$ cat config.mk
export PLATFORM = sky130hd
export DESIGN_NAME = sort4_cmp_ctrl
export DESIGN_NICKNAME = d
export VERILOG_FILES = /design/src/rtl/sort4_cmp_ctrl.sv
export SDC_FILE = /design/constraint.sdc
export NUM_CORES = 1
export LEC_CHECK = 0
export BUFFER_PORTS_ARGS = -buffer_cell sky130_fd_sc_hd__buf_2
export CAP_MARGIN = 20
export CORE_UTILIZATION = 35
export DETAILED_ROUTE_END_ITERATION = 12
export PLACE_DENSITY = 0.61
export SETUP_SLACK_MARGIN = 0.1
export SYNTH_ARGS = -nofsm -noshare
export SYNTH_HDL_FRONTEND = slang
export SYNTH_SLANG_ARGS = --single-unit
$ cat constraint.sdc
create_clock -name clk -period 4.3 [get_ports clk]
set_input_delay 0.215 -clock clk [delete_from_list [all_inputs] [get_ports clk]]
set_output_delay 0.215 -clock clk [all_outputs]
set_load 0.03 [all_outputs]
$ cat src/rtl/sort4_cmp_ctrl.sv
// sort4_cmp_ctrl: sorts four WIDTH-bit elements with a fixed 6-step bubble
// schedule, sharing one external combinational magnitude comparator.
// The step sequence takes 7 cycles from start to done, whatever the data.
module sort4_cmp_ctrl #(
  parameter int WIDTH   = 4,
  parameter bit DESCEND = 1'b0
) (
  input  logic               clk,
  input  logic               rst_n,
  input  logic               start,
  input  logic [4*WIDTH-1:0] din,
  output logic               busy,
  output logic               done,
  output logic [4*WIDTH-1:0] dout,
  output logic [2:0]         swaps,
  output logic [WIDTH-1:0]   cmp_a,
  output logic [WIDTH-1:0]   cmp_b,
  input  logic               cmp_gt,
  input  logic               cmp_lt,
  input  logic               cmp_eq,
  output logic               cmp_err
);

  typedef enum logic [1:0] {IDLE, CMP, DONE} state_t;

  state_t                  state, nextState;
  logic [3:0][WIDTH-1:0]   elem, elemNxt;
  logic [2:0]              step, swapCnt;
  logic [1:0]              lo, hi;
  logic                    swapNow, oneHot;

  // Pair schedule: (0,1) (1,2) (2,3) (0,1) (1,2) (0,1); hi is always lo+1
  always_comb begin
    lo = 2'd0;
    case (step)
      3'd1, 3'd4: lo = 2'd1;
      3'd2:       lo = 2'd2;
      default:    lo = 2'd0;
    endcase
    hi = lo + 2'd1;
  end

  // Swap decision and comparator sanity; equal never swaps so order is stable
  always_comb begin
    swapNow = DESCEND ? cmp_lt : cmp_gt;
    case ({cmp_gt, cmp_lt, cmp_eq})
      3'b100, 3'b010, 3'b001: oneHot = 1'b1;
      default:                oneHot = 1'b0;
    endcase
  end

  // Element registers after this cycle's conditional exchange
  always_comb begin
    elemNxt = elem;
    if (state == CMP && swapNow) begin
      elemNxt[lo] = elem[hi];
      elemNxt[hi] = elem[lo];
    end
  end

  // Comparator operands only live during compare cycles
  always_comb begin
    cmp_a = '0;
    cmp_b = '0;
    if (state == CMP) begin
      cmp_a = elem[lo];
      cmp_b = elem[hi];
    end
  end

  assign busy = (state != IDLE);
  assign done = (state == DONE);

  // Next-state: accept in IDLE, six compares, one done cycle
  always_comb begin
    nextState = state;
    case (state)
      IDLE:    if (start) nextState = CMP;
      CMP:     if (step == 3'd5) nextState = DONE;
      DONE:    nextState = IDLE;
      default: nextState = IDLE;
    endcase
  end

  // State register
  always_ff @(posedge clk) begin
    if (!rst_n) state <= IDLE;
    else        state <= nextState;
  end

  // Datapath: load, exchange, count, publish result on entry to DONE
  always_ff @(posedge clk) begin
    if (!rst_n) begin
      elem    <= '0;
      step    <= '0;
      swapCnt <= '0;
      dout    <= '0;
      swaps   <= '0;
      cmp_err <= 1'b0;
    end else begin
      case (state)
        IDLE: if (start) begin
          elem    <= din;
          step    <= '0;
          swapCnt <= '0;
        end
        CMP: begin
          elem    <= elemNxt;
          swapCnt <= swapCnt + {2'b00, swapNow};
          step    <= step + 3'd1;
          if (!oneHot) cmp_err <= 1'b1;
          if (step == 3'd5) begin
            dout  <= elemNxt;
            swaps <= swapCnt + {2'b00, swapNow};
          end
        end
        default: ;
      endcase
    end
  end

endmodule

==> summary.md <==
| Metric | Value |
|---|---|
| Status | `finished clean` |
| Register bit total from synthesis | `44` |
| Achievable frequency | `264 MHz` |
| Vias/cell | `5.89` |
| Hold_sp | `din[10]` |
| Clock Skews | `0.00793 ns` |
| Post-synth EDFFs | `0` |
| Filler cell count | `812` |
| Register area share after synthesis | `a little under a third` |
| Arrival @ worst endpoint | `3.57 ns` |
| Row cnt | `32` |
| Io pins | `52` |
| Post-cts sizing count | `0` |
| Reg2reg start | `step[1]` |
| PortBufs | `51` |
| 1st-pass router iterations | `5` |
| Total nets after synthesis | `~380` |
| Power Dens Cells | `~330 nW/µm²` |
| Via count | `slightly below 3000` |
| Top_reg_cell synth | `dfxtp_1` |
| Die Y | `roughly 90 µm` |
| R2R cell count | `12` |
| Vias in the first global route | `2726` |
| LEAKAGE | `roughly 0.0013 µW` |
| Worst Slack Setup Final | `0.513 ns` |
| Initial Utilization | `between 30 and 40%` |
| CP Data Required Time | `4.09 ns` |
| DP Worst Slack | `0.794 ns` |
| Crit path max fanout | `13` |
| Detailed-route wire length per cell | `around 19 µm` |
| Antenna violations before repair | `0` |
| Worst Hold Slack | `0.134 ns` |
| Max-cap violations | `0` |
| Post-DP HPWL | `6740 µm` |
| CTS Buf Count | `5` |
| Syn avg cell area | `roughly 8 µm²` |
| Worst Hold Class | `input port to flop` |
| Layout Nets | `about 420` |
| Final GP Congestion | `0.945` |
| Post-CTS Setup Repair Bufs | `0` |
| Maximum VDD drop | `170 µV` |
| CTS H-tree depth | `2` |
| GRT overflow | `0` |
| Post-Syn Instances | `349` |
| CP endpoint kind | `output pin` |
| Drt total wl | `9360 µm` |
| Tightest Pin Transition | `0.779 ns` |
| Reg-to-reg endpoint | `elem[4]` |
| Skew-Pair Late Insertion Delay | `0.31 ns` |
| Worst R2R Setup Slack | `between 0.7 and 0.8 ns` |
| Syn-to-layout area delta | `15.3%` |
| Antenna diodes | `0` |
| Syn. warnings | `0` |
| Remaining DRCs | `0` |
| Root buf cell | `clkbuf_8` |
| First-pass GRT wire length | `about 15000 µm` |
| Die area | `8300 µm²` |
| Slew headroom | `a little under half` |
| Final worst path period share | `88.1%` |
| Die Width | `91.1 µm` |
| Netlist cell types | `between 50 and 60` |
| Final Slew Violations | `0` |
| RSZ-0062 raised after global routing | `false` |
| Crit Path Category | `flop to output pin` |
| CTS tree | `built` |
| Crit path launch type | `flop` |
| # hold bufs at CTS | `0` |
| Remaining antenna violation count after routing | `0` |
| Hold path endpoint | `elem[10]` |
| Final instance area | `between 3000 and 4000 µm²` |
| Clock slew at reported path FFs | `0.09 ns` |
| Final setup TNS | `0 ns` |
| Share of post-route cells with drive strength above 1 | `19.3%` |
| Core Area | `~7700 µm²` |
| Final Critical Period | `approximately 3.8 ns` |
| Clock sinks | `44` |
| Final setup viols | `0` |
| Largest net degree at the start of global routing | `29` |
| Longest Clk Path Bufs | `2` |
| Synth async-reset ratio | `0%` |
| Final Hold Violating Endpoints | `0` |
| Cell Area, Synth | `between 2000 and 3000 µm²` |
| Total GRT Usage | `roughly 23%` |
| Placed Instance Area | `3080 µm²` |
| Hold depth | `2` |
| DR iter-0 viols | `206` |
-- synthesized netlist by cell type, types with 3 or more instances --
cell type | n | area (µm²)
dfxtp_1 | 44 | 881
clkbuf_1 | 20 | 75.1
ha_1 | 12 | 150
o21ai_1 | 12 | 60.1
nor2_1 | 31 | 116
a21oi_1 | 38 | 190
mux2i_1 | 8 | 80.1
o221ai_1 | 8 | 70.1
o211ai_1 | 7 | 52.6
inv_1 | 7 | 26.3
nand2b_1 | 8 | 50.1
nor3_1 | 8 | 40.0
a211oi_1 | 5 | 37.5
inv_2 | 4 | 15.0
mux2_2 | 3 | 33.8
mux4_2 | 3 | 67.6
a22oi_1 | 4 | 30.0
and2_1 | 5 | 31.3
nand3_1 | 11 | 55.1
o22a_1 | 4 | 35.0
o22ai_1 | 4 | 25.0
and3_1 | 3 | 18.8
nand2_1 | 34 | 128
o21ai_0 | 11 | 55.1
a31oi_1 | 5 | 31.3
nor2b_1 | 8 | 50.1
-- where the power goes --
group	total [µW]	internal [µW]	switching, µW
combinational	258	95.8	162
sequential	458	426	32.6
clock	351	190	161
total	1070	712	355
-- per-layer routing --
metal  share of wire, %  global-route usage [%]  up-vias
met2                 43                    34.0      154
li1                   -                       -     1364
met1                 45                    32.3     1340
met4                2.9                    6.61        0
met3                9.3                    6.11       30
met5                  0                       0        -
-- flip-flops by register name, summed over array words and instances, names as in the netlist --
register  count
state         2
step          3
elem         16
cmp_err       1
swaps         3
swapCnt       3
dout         16
-- layout by cell type (no fill, tap or decap), types with 5 or more instances in the layout --
master / n
inv_1: 7
nand2b_1: 8
a31oi_1: 5
o21ai_0: 11
nand3_1: 11
ha_1: 12
clkbuf_8: 6
o21ai_1: 12
nor2_1: 31
and2_1: 5
buf_2: 51
o211ai_1: 7
nand2_1: 34
a211oi_1: 5
a21oi_1: 38
nor2b_1: 8
dfxtp_1: 44
o221ai_1: 8
mux2i_1: 8
nor3_1: 8
-- cells by family (layout without fill, tap and decap cells) --
| kind of cell | Yosys count | after routing | share of synthesized area (%) |
|---|---|---|---|
| xor gates and xnor gates | 2 | 2 | 0.630 |
| DFF | 44 | 44 | 31.7 |
| and+or+nand+nor | 117 | 117 | 19.8 |
| buffers and inverters | 34 | 73 | 5.13 |
| muxes | 16 | 16 | 7.34 |
| adders and majority gates | 12 | 12 | 5.40 |
| AOI/OAI and AO/OA | 124 | 124 | 30.0 |
-- how the worst max path moves through the flow --
stage / start / end / slack (ns) / depth (start not counted)
final: step[1] / cmp_a[0] / 0.51 / 11
after global routing: step[1] / cmp_a[0] / 0.32 / 11
after CTS: step[1] / cmp_a[0] / 0.51 / 11
after detailed placement: step[1] / elem[4] / 0.79 / 12
after global placement: step[1] / elem[10] / 0.94 / 12
after floorplan: step[0] / dout[3] / 1.38 / 10
-- metrics by stage --
stage	utilization [%]	cells	power [µW]
2_1_floorplan	-	349	636
3_3_place_gp	40.1	482	719
3_5_place_dp	40.1	482	718
4_1_cts	41.7	490	1060
5_1_grt	41.7	490	1120
6_report	41.7	490	1070
-- area by class of cell --
cell class	count	area, µm²	share of cell area [%]
repair buffers	54	278	8.67
multi-input cells	271	1760	54.8
well taps	102	128	3.98
inverters	11	41.3	1.29
clock inverters	2	38.8	1.21
flip-flops and latches	44	881	27.5
clock buffers	6	82.6	2.58
-- critical path: stages (launching register included) --
cell	delay, ns
dfxtp_1	0.35
inv_1	0.12
ha_1	0.53
nand2b_1	0.17
nand2_1	0.16
inv_2	0.13
ha_1	0.31
or3b_1	0.55
mux2i_1	0.17
o211ai_1	0.40
and2_1	0.19
buf_2	0.19
Power figures use the tool's default switching activity.
